File: src/rtl/sysid_regs_if.sv
// Avalon-MM slave bus bundle for sysid_regs: word address, read/write strobes,
// byte-enabled write data and a fixed-latency registered read return.
interface sysid_regs_if #(
    parameter int DATA_WIDTH = 32,
    parameter int ADDR_WIDTH = 3
);
    logic [ADDR_WIDTH-1:0]   address;
    logic                    read;
    logic                    write;
    logic [DATA_WIDTH-1:0]   writedata;
    logic [DATA_WIDTH/8-1:0] byteenable;
    logic [DATA_WIDTH-1:0]   readdata;
    logic                    readdatavalid;

    modport master (
        output address, read, write, writedata, byteenable,
        input  readdata, readdatavalid
    );

    modport slave (
        input  address, read, write, writedata, byteenable,
        output readdata, readdatavalid
    );
endinterface

File: src/rtl/sysid_regs.sv
// System-ID slave: ID/timestamp/version words, byte-writable scratch and (with
// SYSID_UPTIME_EN) a 2-word uptime counter. Read latency 1, no waitrequest.
module sysid_regs #(
    parameter int                    DATA_WIDTH    = 32,
    parameter int                    ADDR_WIDTH    = 3,
    parameter logic [31:0]           SYSTEM_ID     = 32'd7,
    parameter logic [31:0]           TIMESTAMP     = 32'd1382619795,
    parameter logic [31:0]           VERSION       = 32'h0002_0000,
    parameter logic [DATA_WIDTH-1:0] SCRATCH_RESET = '0
) (
    input  logic       clock,
    input  logic       reset,
    sysid_regs_if.slave bus
);
    localparam int BE_W = DATA_WIDTH / 8;

    localparam logic [ADDR_WIDTH-1:0] A_ID        = ADDR_WIDTH'(0);
    localparam logic [ADDR_WIDTH-1:0] A_TIMESTAMP = ADDR_WIDTH'(1);
    localparam logic [ADDR_WIDTH-1:0] A_VERSION   = ADDR_WIDTH'(2);
    localparam logic [ADDR_WIDTH-1:0] A_SCRATCH   = ADDR_WIDTH'(3);
`ifdef SYSID_UPTIME_EN
    localparam logic [ADDR_WIDTH-1:0] A_UP_LO     = ADDR_WIDTH'(4);
    localparam logic [ADDR_WIDTH-1:0] A_UP_HI     = ADDR_WIDTH'(5);
    localparam logic [ADDR_WIDTH-1:0] A_CONTROL   = ADDR_WIDTH'(6);
    // Bit 0 of VERSION advertises the uptime counter to software.
    localparam logic [31:0] VERSION_WORD = VERSION | 32'd1;
`else
    localparam logic [31:0] VERSION_WORD = VERSION & ~32'd1;
`endif

    logic [DATA_WIDTH-1:0] scratch;
    logic [DATA_WIDTH-1:0] rd_word;
    logic                  scratch_wr;

    assign scratch_wr = bus.write && (bus.address == A_SCRATCH);

    always_ff @(posedge clock or posedge reset) begin
        if (reset) begin
            scratch <= SCRATCH_RESET;
        end else if (scratch_wr) begin
            for (int i = 0; i < BE_W; i++) begin
                if (bus.byteenable[i]) begin
                    scratch[8*i +: 8] <= bus.writedata[8*i +: 8];
                end
            end
        end
    end

`ifdef SYSID_UPTIME_EN
    logic [2*DATA_WIDTH-1:0] uptime;
    logic [DATA_WIDTH-1:0]   uptime_hi_shadow;
    logic                    ctrl_freeze;
    logic                    ctrl_wr;
    logic                    ctrl_clear;
    logic                    lo_read;

    assign ctrl_wr    = bus.write && (bus.address == A_CONTROL) && bus.byteenable[0];
    assign ctrl_clear = ctrl_wr && bus.writedata[0];
    assign lo_read    = bus.read && (bus.address == A_UP_LO);

    // Clear wins over both increment and freeze; a freeze written in the same
    // cycle only affects the following edges.
    always_ff @(posedge clock or posedge reset) begin
        if (reset) begin
            uptime           <= '0;
            uptime_hi_shadow <= '0;
            ctrl_freeze      <= 1'b0;
        end else begin
            if (ctrl_clear) begin
                uptime <= '0;
            end else if (!ctrl_freeze) begin
                uptime <= uptime + 1'b1;
            end
            if (ctrl_wr) begin
                ctrl_freeze <= bus.writedata[1];
            end
            // Latch the high half alongside the low-word read so the pair is coherent.
            if (lo_read) begin
                uptime_hi_shadow <= uptime[2*DATA_WIDTH-1:DATA_WIDTH];
            end
        end
    end
`endif

    always_comb begin
        rd_word = '0;
        case (bus.address)
            A_ID:        rd_word = DATA_WIDTH'(SYSTEM_ID);
            A_TIMESTAMP: rd_word = DATA_WIDTH'(TIMESTAMP);
            A_VERSION:   rd_word = DATA_WIDTH'(VERSION_WORD);
            A_SCRATCH:   rd_word = scratch;
`ifdef SYSID_UPTIME_EN
            A_UP_LO:     rd_word = uptime[DATA_WIDTH-1:0];
            A_UP_HI:     rd_word = uptime_hi_shadow;
            A_CONTROL:   rd_word = DATA_WIDTH'({ctrl_freeze, 1'b0});
`endif
            default:     rd_word = '0;
        endcase
    end

    always_ff @(posedge clock or posedge reset) begin
        if (reset) begin
            bus.readdata      <= '0;
            bus.readdatavalid <= 1'b0;
        end else begin
            bus.readdatavalid <= bus.read;
            if (bus.read) begin
                bus.readdata <= rd_word;
            end
        end
    end
endmodule

File: src/flat_wrapper.sv
// flat-port wrapper written by rule: the top's interface ports become plain ports
module sysid_regs_flat 
#(
    parameter int                    DATA_WIDTH    = 32,
    parameter int                    ADDR_WIDTH    = 3,
    parameter logic [31:0]           SYSTEM_ID     = 32'd7,
    parameter logic [31:0]           TIMESTAMP     = 32'd1382619795,
    parameter logic [31:0]           VERSION       = 32'h0002_0000,
    parameter logic [DATA_WIDTH-1:0] SCRATCH_RESET = '0
)
  (clock, reset, bus_address, bus_read, bus_write, bus_writedata, bus_byteenable, bus_readdata, bus_readdatavalid);
  sysid_regs_if #(.DATA_WIDTH(DATA_WIDTH), .ADDR_WIDTH(ADDR_WIDTH)) bus_i ();
  input  logic clock;
  input  logic reset;
  input wire logic [$bits(bus_i.address)-1:0] bus_address;
  input wire logic [$bits(bus_i.read)-1:0] bus_read;
  input wire logic [$bits(bus_i.write)-1:0] bus_write;
  input wire logic [$bits(bus_i.writedata)-1:0] bus_writedata;
  input wire logic [$bits(bus_i.byteenable)-1:0] bus_byteenable;
  output wire logic [$bits(bus_i.readdata)-1:0] bus_readdata;
  output wire logic [$bits(bus_i.readdatavalid)-1:0] bus_readdatavalid;
  assign bus_i.address = bus_address;
  assign bus_i.read = bus_read;
  assign bus_i.write = bus_write;
  assign bus_i.writedata = bus_writedata;
  assign bus_i.byteenable = bus_byteenable;
  assign bus_readdata = bus_i.readdata;
  assign bus_readdatavalid = bus_i.readdatavalid;
  sysid_regs #(.DATA_WIDTH(DATA_WIDTH), .ADDR_WIDTH(ADDR_WIDTH), .SYSTEM_ID(SYSTEM_ID), .TIMESTAMP(TIMESTAMP), .VERSION(VERSION), .SCRATCH_RESET(SCRATCH_RESET)) u_core (.clock(clock), .reset(reset), .bus(bus_i));
endmodule
File: config.mk
export PLATFORM = sky130hd
export DESIGN_NAME = sysid_regs_flat
export DESIGN_NICKNAME = d
export VERILOG_FILES = /design/src/rtl/sysid_regs_if.sv /design/src/rtl/sysid_regs.sv /design/src/flat_wrapper.sv
export SDC_FILE = /design/constraint.sdc
export NUM_CORES = 1
export LEC_CHECK = 0
export ABC_CLOCK_PERIOD_IN_PS = 1800
export BUFFER_PORTS_ARGS = -buffer_cell sky130_fd_sc_hd__buf_2
export CORE_ASPECT_RATIO = 1.4
export CORE_MARGIN = 5
export CORE_UTILIZATION = 46
export CTS_BUF_LIST = sky130_fd_sc_hd__clkbuf_4 sky130_fd_sc_hd__clkbuf_8 sky130_fd_sc_hd__clkbuf_16
export CTS_CLUSTER_SIZE = 40
export DETAILED_ROUTE_END_ITERATION = 6
export MAX_ROUTING_LAYER = met4
export PLACE_DENSITY_LB_ADDON = 0.1
export REMOVE_ABC_BUFFERS = 1
export SLEW_MARGIN = 15
export SYNTH_ARGS = -nofsm -noshare
export SYNTH_HDL_FRONTEND = slang
export SYNTH_SLANG_ARGS = --single-unit
File: constraint.sdc
create_clock -name clock -period 1.8 [get_ports clock]
set_input_delay 0.09 -clock clock [delete_from_list [all_inputs] [get_ports clock]]
set_output_delay 0.09 -clock clock [all_outputs]
set_load 0.01 [all_outputs]
==> results of run 1 <==
## cells in the final DEF, fill, tap and decap left out
cell type | synthesis | routed
nand2b_1 | 1 | 1
bufinv_16 | 0 | 1
dlygate4sd3_1 | 0 | 32
nand2_8 | 4 | 4
clkinvlp_4 | 0 | 1
nor2_1 | 12 | 12
inv_1 | 4 | 3
clkinv_2 | 0 | 1
nor2_2 | 1 | 1
inv_2 | 0 | 1
a22o_1 | 17 | 17
and4b_1 | 1 | 1
buf_2 | 1 | 75
clkinv_4 | 0 | 1
nand3_1 | 1 | 1
o21a_1 | 1 | 1
clkbuf_4 | 0 | 1
buf_4 | 0 | 6
a21oi_1 | 3 | 3
mux2_4 | 32 | 32
buf_12 | 0 | 1
clkbuf_8 | 0 | 11
dfrtp_1 | 65 | 65
nand3b_1 | 1 | 1
o2bb2ai_1 | 15 | 15
## cells in the mapped netlist, types with 3 or more instances
cell type,instances,area share
nor2_1,12,0.017
inv_1,4,0.0057
dfrtp_1,65,0.62
a22o_1,17,0.057
o2bb2ai_1,15,0.050
clkbuf_1,5,0.0072
mux2_4,32,0.18
nand2_8,4,0.031
a21oi_1,3,0.0057
## report_power, final
group          switching, mW  internal [mW]  total, mW
Combinational          0.207          0.384      0.592
Clock                  0.548          0.731       1.28
Sequential             0.119           1.68       1.79
## through the flow
stage               instances  hold WS (ns)
floorplan                 158        0.1214
CTS                       356      0.003364
global route              356       0.01026
detailed placement        308        0.1963
finish                    356       0.01354
global placement          308        0.1889
## layer usage
layer,track usage,vias up,routed length (microns)
met2,0.2514,55,2660
met4,0.07950,0,93
met1,0.2373,838,2598
met3,0.02730,9,310
met5,-,-,0
li1,-,840,-
## cell families after synthesis
group	count (synthesis)
multiplexers	32
buffers and inverters	11
AND/OR/NAND/NOR	21
AO/OA/AOI/OAI	36
flip-flops	65
## worst max-delay path: stages
cell           delay [ns]
dlygate4sd3_1        0.53
buf_2                0.15
inv_1                0.27
buf_4                0.28
a22o_1               0.17
## timing repair
item                      4_1_cts  5_1_grt
hold buffers                   32        0
resized for setup               0        0
hold endpoints to repair       96        0
## how the worst max path moves through the flow
stage,from,endpoint,slack (ns),cells past startpoint
3_3_place_gp,bus_address[2],u_core.scratch[25]$_DFFE_PP0P_,0.57,5
6_report,bus_read,u_core.bus.readdata[31]$_DFFE_PP0P_,0.58,5
2_1_floorplan,reset,u_core.bus.readdata[0]$_DFFE_PP0P_,0.08,1
5_1_grt,bus_read,u_core.bus.readdata[31]$_DFFE_PP0P_,0.50,5
4_1_cts,bus_read,u_core.bus.readdata[10]$_DFFE_PP0P_,0.56,5
3_5_place_dp,bus_address[2],u_core.scratch[23]$_DFFE_PP0P_,0.54,5
## state kept, by name (all words and copies together), names as in the netlist
name                      flops
u_core.bus.readdata          32
u_core.bus.readdatavalid      1
u_core.scratch               32
## final cells by class
class | count | share of cell area
flip-flops and latches | 65 | 0.4467
multi-input cells | 89 | 0.2591
repair buffers | 114 | 0.2089
clock inverters | 4 | 0.01409
well taps | 68 | 0.02337
inverters | 4 | 0.004124
clock buffers | 12 | 0.04364
==> metrics.txt, run 1 <==
status finished, final reports clean; Register Area 1627 sq um; Synth Area per Inst 15.88 sq um; R2R Path End u_core.bus.readdata[17]$_DFFE_PP0P_; startpoint types primary input; setup TNS 0 ns; Die X 73.79 microns; PortBufs 75; min cycle time layout 1.222 ns; R2R Setup Slk 0.99 ns; sequential fraction of the synthesis area 0.6208; Synth Area in Simple Gates 0.06113; CTS max path bufs 2; # nets final 326; Final setup violation count 0; synth warn 0; MaxCap Viol Count 0; clk sink count 65; Setup Fix Bufs, Post-CTS 0; share of cells above drive strength 1 0.4722; Finished Cell Area 3641 sq um; post-synthesis register bit count 65; DRC violations left 0; total power 3.665 mW; Reg clk slew, reported paths 0.07 ns; DR iter-0 viols 69; DP HPWL 3760 microns; I/O Pins 76; placed instance area 3110 sq um; CTS HTree Levels 3; Post-DRT Antenna Nets 0; final core utilization 0.6590; post-synthesis cell type count 17; xor and xnor area share after synthesis 0; DR vias 1742; highest clock rate 0.8180 GHz; Clock Latency Late Sink 0.33 ns; starting density of the core 0.4742; R2R depth 3; drt pass-1 iters 3; largest net degree at the start of global routing 66; Leak 1.915 nW; Num CTS Buffers 9; Async SR Flop Fraction 1.000; Hold Startpoint bus_writedata[10]; CTS tree built; fillers 425; dpl ws 0.5419 ns; area taken by multi-input logic gates 943.4 sq um; Worst-Margin Slew 0.3488 ns; clk root buf clkbuf_8; main combinational cell family by area after synthesis multiplexers; Final Max Slew Viols 0; WHS Endpoint u_core.scratch[10]$_DFFE_PP0P_; GR Util All Layers 0.1732; Post-Syn Area 2620 sq um; final wirelength 5663 microns; critical path class in -> reg; worst hold path cell count 2; final hold violations 0; PwrDens 1007 nW/um^2; number of enable flip-flop cells after synthesis 0; relative slew slack 0.7672; initial antenna violation count 0; die height 99.30 microns; Vias/cell 4.893; Worst VDD drop 0.6969 mV; CP Capture Type flip-flop; Synth Area in Compound Gates 0.1156; cell row count 32; Core Region 5525 sq um; Tcrit/Tclk final 0.6791; area added between synthesis and finish 38.97%; reg2reg start u_core.scratch[17]$_DFFE_PP0P_; drt wl/cell 15.91 microns; RSZ-0062 raised after global routing no; GPL Wtd Cong 0.7024; crit path DAT 1.49 ns; worst path required time 2.07 ns; vias in the first global route 1907; post-synthesis mux area share 0.1834; grt total ovfl 0; Synth Flop Type dfrtp_1; Cells after Synth 165; worst-path fanout max 14; area of the die 7326 sq um; post-synthesis adder-cell area fraction 0; diode count 0; first-pass GRT wire length 9446 microns; Hold Path Class in -> reg; clock skew 0.005739 ns; final worst slack 0.5775 ns
Power figures use the tool's default switching activity.
==> inputs of run 2 (changes only) <==
- ABC_CLOCK_PERIOD_IN_PS: 1800 -> 1180
- CORE_UTILIZATION: 46 -> 51
- clock period: 1.8 -> 1.18 ns (I/O delays scaled with it)
==> run 2 against run 1 <==
Compared with the run above: cell count up 0.56%; register-to-register slack worse by 0.62 ns; core utilization up 7.1 points; critical endpoint is now bus_readdata[4]; non-clock buffer count up 4; critical path depth down 4; die area down 8.7%; combinational power up 56%; sequential share of layout area down 0.81 points; largest cell class unchanged; design area up 1.9%; setup slack worse by 0.34 ns; count of clock-buffer cells in the layout down 3.
==> metrics.txt, run 2 (same netlist as run 1, synthesis figures left out) <==
Clock power frac 0.380 (+0.031); diode count 0 (unchanged); final hold violations 0 (unchanged); Core Region 5081 sq um (-8.0%); Critical Path Slowest Stage Cell dfrtp_1; cell row count 31 (-3.1%); starting density of the core 0.5156 (+0.04145); CP bufs+invs 1 (-3); CP Depth 1 (-4); CTS tree built; grt total ovfl 0 (unchanged); Clock Latency Late Sink 0.33 ns (about the same); setup TNS 0 ns (unchanged); Finished Cell Area 3709 sq um (+1.9%); area added between synthesis and finish 41.55%; share of cells above drive strength 1 0.4692 (-0.003044); placed instance area 3115 sq um (+0.16%); Vias/cell 5.008 (+2.4%); Regs by FF count u_core.bus.readdata: 32 flops, u_core.scratch: 32 flops, u_core.bus.readdatavalid: 1 flops; drt pass-1 iters 4 (+1); min cycle time layout 0.9376 ns; # nets final 330 (+1.2%); first-pass GRT wire length 9867 microns (+4.5%); register share of total power 0.464 (-0.026); largest net degree at the start of global routing 39 (-41%); Worst VDD drop 0.7351 mV (+5.5%); status finished, final reports clean; worst-path fanout max 2 (-12); critical path class reg -> out; final worst slack 0.2424 ns (-0.3351 ns); DR iter-0 viols 88 (+28%); slowest stage delay, CP 0.40 ns (-0.13 ns); CTS max path bufs 2 (unchanged); Final Max Slew Viols 0 (unchanged); crit path cell chain buf_2; die height 94.81 microns (-4.5%); fillers 357 (-16%); R2R depth 3 (unchanged); Cell Int Power 4.551 mW (+63%); Net Sw Frac 0.2325 (-0.006062); Finished Layout Cells 358 (+0.56%); reg2reg start u_core.scratch[17]$_DFFE_PP0P_; CTS HTree Levels 3 (unchanged); drt wl/cell 16.70 microns (+5.0%); commonest non-fill, non-tap cell in the layout buf_2; CP Capture Type primary output; GPL Wtd Cong 0.7080 (+0.80%); area of the die 6691 sq um (-8.7%); Leak 1.940 nW (+1.3%); DR vias 1793 (+2.9%); Critical Path Start u_core.bus.readdata[4]$_DFFE_PP0P_; R2R Path End u_core.bus.readdata[17]$_DFFE_PP0P_; Tcrit/Tclk final 0.7946; clk sink count 65 (unchanged); Setup Fix Bufs, Post-CTS 0 (unchanged); crit path DAT 0.88 ns (-0.61 ns); MaxCap Viol Count 0 (unchanged); DP HPWL 3846 microns (+2.3%); R2R Setup Slk 0.37 ns (-0.62 ns); DRC violations left 0 (unchanged); final wirelength 5977 microns (+5.5%); sw power 1.379 mW (+58%); WHS 0.05929 ns (+0.04575 ns); RSZ-0062 raised after global routing no; I/O Pins 76 (unchanged); clock skew 0.003830 ns (-0.001909 ns); CP top delay family flip-flops; dpl ws -0.1187 ns (-0.6607 ns); commonest non-fill, non-tap cells in the layout buf_2, dfrtp_1, dlygate4sd3_1; vias in the first global route 1958 (+2.7%); PwrDens 1599 nW/um^2 (+59%); placed cells 307 (-0.32%); Logic pwr share 0.156 (-0.005); worst path required time 1.12 ns (-0.95 ns); CP Capture Point bus_readdata[4]; Post-DRT Antenna Nets 0 (unchanged); clk root buf clkbuf_8; PortBufs 75 (unchanged); Worst-Margin Slew 0.7436 ns (+0.3947 ns); Register Area 1627 sq um (unchanged); Hold Path Class in -> reg; Die X 70.58 microns (-4.4%); startpoint types flip-flop; relative slew slack 0.5038 (-0.2634); GR Util All Layers 0.1999 (+0.02662); area taken by multi-input logic gates 943.4 sq um (unchanged); Num CTS Buffers 9 (unchanged); Final setup violation count 0 (unchanged); initial antenna violation count 0 (unchanged); highest clock rate 1.067 GHz; Reg clk slew, reported paths 0.07 ns (about the same)
==> run 2: cell types whose count changed in the layout (fill, tap and decap cells not counted) <==
cell | previous run | this run
dlygate4sd3_1 | 32 | 35
bufinv_16 | 1 | 3
clkbuf_8 | 11 | 9
buf_4 | 6 | 7
clkbuf_4 | 1 | 0
clkinvlp_4 | 1 | 2
==> run 2: how the worst min path moves through the flow <==
stage | slack (ns) | start | depth (start not counted) | to
final | 0.06 | bus_address[1] | 3 | u_core.bus.readdata[2]$_DFFE_PP0P_
after global routing | 0.07 | bus_address[1] | 3 | u_core.bus.readdata[2]$_DFFE_PP0P_
after CTS | 0.04 | bus_address[1] | 3 | u_core.bus.readdata[2]$_DFFE_PP0P_
after detailed placement | 0.16 | reset | 3 | u_core.scratch[14]$_DFFE_PP0P_
after global placement | 0.15 | reset | 3 | u_core.bus.readdata[14]$_DFFE_PP0P_
after floorplan | 0.09 | bus_read | 0 | u_core.bus.readdatavalid$_DFF_PP0_
==> run 2: power groups by stage <==
stage / logic [mW] / clock network (mW) / registers [mW]
after floorplan: 0.540 / 0 / 2.77
after detailed placement: 0.842 / 0 / 2.78
after global placement: 0.817 / 0 / 2.77
after CTS: 0.933 / 2.31 / 2.75
after global routing: 0.997 / 2.40 / 2.79
final: 0.923 / 2.25 / 2.75
==> run 2: worst reg2reg max path, delay by kind of cell, from the launching register on <==
kind                   cells  cell delay, ns
buffers and inverters      1            0.06
AOI/OAI and AO/OA          2            0.25
DFF                        1            0.39
==> run 2: layout make-up <==
class                      count  share of cell area
multi-input combinational     89              0.2544
clock inverter                 7             0.03205
timing repair buffer         118              0.2152
tap                           66             0.02227
sequential                    65              0.4386
clock buffer                   9             0.03340
inverter                       4            0.004049
==> run 2: what timing repair did <==
action | CTS | global route
hold endpoints to repair | 99 | 0
hold buffers | 35 | 0
resized for setup | 0 | 0
==> run 2: layer usage <==
| layer | share of wire | track usage | vias to the layer above |
|---|---|---|---|
| li1 | - | - | 848 |
| met1 | 0.46 | 0.2667 | 879 |
| met2 | 0.48 | 0.2984 | 61 |
| met3 | 0.050 | 0.05112 | 5 |
| met4 | 0.0084 | 0.07053 | 0 |
| met5 | 0 | - | - |
==> run 2: per-stage QoR <==
step                power (mW)  utilization
floorplan                3.307            -
global placement         3.586       0.6131
detailed placement       3.623       0.6131
CTS                      5.986       0.7299
global route             6.185       0.7299
finish                   5.930       0.7299
==> inputs of run 3 (changes only) <==
- ABC_CLOCK_PERIOD_IN_PS: 1180 -> 900
- clock period: 1.18 -> 0.9 ns (I/O delays scaled with it)
==> run 3 against run 2 <==
Compared with the run above: the flow now finishes with violations (setup timing); setup slack got worse by 0.27 ns; first-iteration DRC count fell by 1.1%; flip-flop and latch count did not move; largest cell class unchanged; total power rose by 19%; cell count rose by 6.1%; critical path type unchanged; critical path depth did not move; worst hold slack improved by 0.011 ns.
==> metrics.txt, run 3 (same netlist as run 1, synthesis figures left out) <==
status finished with violations; violated checks setup timing; first-pass GRT wire length 10140 microns (+2.8%); slowest stage delay, CP 0.40 ns (about the same); met1 Use GR 0.2526 (-0.01410); R2R Setup Slk 0.03 ns (-0.34 ns); highest clock rate 1.074 GHz; Net Sw Frac 0.2547 (+0.02222); placed instance area 3171 sq um (+1.8%); vias in the first global route 2039 (+4.1%); drt wl/cell 16.16 microns (-3.2%); DR vias 1896 (+5.7%); crit path cell chain buf_2; diode count 0 (unchanged); # nets final 353 (+7.0%); largest net degree at the start of global routing 34 (-13%); initial antenna violation count 0 (unchanged); register share of total power 0.509 (+0.045); Reg clk slew, reported paths 0.08 ns (about the same); Cell Int Power 5.267 mW (+16%); Final Max Slew Viols 0 (unchanged); relative slew slack 0.7137 (+0.2099); startpoint types flip-flop; CP bufs+invs 1 (unchanged); CTS HTree Levels 3 (unchanged); Leak 2.039 nW (+5.1%); die height 94.81 microns (unchanged); reg2reg start u_core.bus.readdata[28]$_DFFE_PP0P_; final wirelength 6140 microns (+2.7%); Clock power frac 0.303 (-0.077); total power 7.068 mW (+19%); Post-DRT Antenna Nets 0 (unchanged); CP Capture Point bus_readdata[24]; area of the die 6691 sq um (unchanged); RSZ-0062 raised after global routing yes; Logic pwr share 0.187 (+0.031); critical path class reg -> out; commonest non-fill, non-tap cell in the layout buf_2; Final setup violation count 19 (+19); Tcrit/Tclk final 1.034; share of cells above drive strength 1 0.5096 (+0.04038); Die X 70.58 microns (unchanged); clock skew 0.008841 ns (+0.005011 ns); CP Capture Type primary output; Regs by FF count u_core.bus.readdata: 32 flops, u_core.scratch: 32 flops, u_core.bus.readdatavalid: 1 flops; grt total ovfl 0 (unchanged); PwrDens 1833 nW/um^2 (+15%); clk sink count 65 (unchanged); min cycle time layout 0.9309 ns; Critical Path Slowest Stage Cell dfrtp_1; crit path DAT 0.89 ns (about the same); Worst VDD drop 0.9610 mV (+31%); GRT busiest layer met2; GR Util All Layers 0.2035 (+0.003636); DRC violations left 0 (unchanged); final worst slack -0.03091 ns (-0.2733 ns); MaxCap Viol Count 0 (unchanged); Clock Latency Late Sink 0.34 ns (about the same); CTS max path bufs 2 (unchanged); global routing usage on met2 0.3203 (+0.02187); final hold violations 0 (unchanged); Core Region 5081 sq um (unchanged); worst path required time 0.85 ns (-0.27 ns); CP Depth 1 (unchanged); Num CTS Buffers 9 (unchanged); cell row count 31 (unchanged); R2R Path End u_core.bus.readdata[28]$_DFFE_PP0P_; Worst-Margin Slew 0.4285 ns (-0.3151 ns); CP top delay family flip-flops; drt pass-1 iters 4 (unchanged); R2R depth 3 (unchanged); DR iter-0 viols 87 (-1.1%); clk root buf clkbuf_8; CTS tree built; dpl ws -0.3562 ns (-0.2375 ns); starting density of the core 0.5156 (unchanged); area added between synthesis and finish 47.13%; DP HPWL 3927 microns (+2.1%); worst-path fanout max 2 (unchanged); Critical Path Start u_core.bus.readdata[24]$_DFFE_PP0P_; commonest non-fill, non-tap cells in the layout buf_2, dfrtp_1, dlygate4sd3_1; Vias/cell 4.989 (-0.38%); met3 Use GR 0.06283 (+0.01171); Finished Cell Area 3855 sq um (+3.9%); GPL Wtd Cong 0.7422 (+4.8%); Hold Path Class in -> reg; PortBufs 75 (unchanged); sw power 1.800 mW (+31%); I/O Pins 76 (unchanged)
## run 3: changes by cell type in the layout (fill, tap and decap cells not counted), sizes merged
cell	before	now
buf	83	107
bufinv	3	0
clkbuf	9	10
clkinvlp	2	3
dlygate4sd3	35	34
## run 3: worst register-to-register path: cells and delay by family, from the launching register on
kind / cells / cell delay, ns
buf+inv: 2 / 0.25
compound gates: 1 / 0.12
flops: 1 / 0.39
## run 3: power by group through the flow
stage               combinational, mW  sequential [mW]  clock, mW
floorplan                       0.708             3.63          0
global placement                 1.09             3.63          0
detailed placement               1.12             3.65          0
CTS                              1.31             3.59       2.20
global route                     1.43             3.65       2.32
finish                           1.32             3.60       2.14
## run 3: final cells by class
type                       count  area [sq um]
fill                         329          1226
tap                           66         82.58
clock buffer                  10         137.6
sequential                    65          1627
multi-input combinational     89         948.4
timing repair buffer         141          1012
clock inverter                 5         32.53
inverter                       4         15.01
## run 3: how the worst min path moves through the flow
stage / from / to / cells past startpoint / slack [ns]
detailed placement: reset / u_core.bus.readdata[15]$_DFFE_PP0P_ / 2 / 0.01
global placement: reset / u_core.bus.readdata[15]$_DFFE_PP0P_ / 2 / -0.005
CTS: bus_address[1] / u_core.bus.readdata[17]$_DFFE_PP0P_ / 3 / 0.06
global route: bus_address[1] / u_core.bus.readdata[17]$_DFFE_PP0P_ / 3 / 0.07
finish: bus_address[1] / u_core.bus.readdata[17]$_DFFE_PP0P_ / 3 / 0.07
floorplan: bus_read / u_core.bus.readdatavalid$_DFF_PP0_ / 0 / 0.08
## run 3: metal layers
layer | up-vias | wire length [microns] | part of all wire
li1 | 885 | - | -
met1 | 947 | 2648 | 0.43
met2 | 57 | 3060 | 0.50
met3 | 7 | 352 | 0.057
met4 | 0 | 80 | 0.013
met5 | - | 0 | 0
## run 3: what timing repair did
action | in CTS | in global routing
hold endpoints to repair | 98 | 0
gates resized for setup | 1 | 3
endpoints found under the setup margin | 32 | 49
setup buffers | 17 | 3
hold buffers | 34 | 0
## run 3: stage by stage
stage / std cells / setup TNS, ns / hold WS, ns / utilization
finish: 380 / -0.1561 / 0.07065 / 0.7587
global route: 380 / -1.350 / 0.06991 / 0.7587
CTS: 377 / -0.5471 / 0.06005 / 0.7508
detailed placement: 311 / -13.47 / 0.009567 / 0.6240
global placement: 311 / -12.87 / -0.004896 / 0.6240
floorplan: 158 / -66.39 / 0.07643 / -
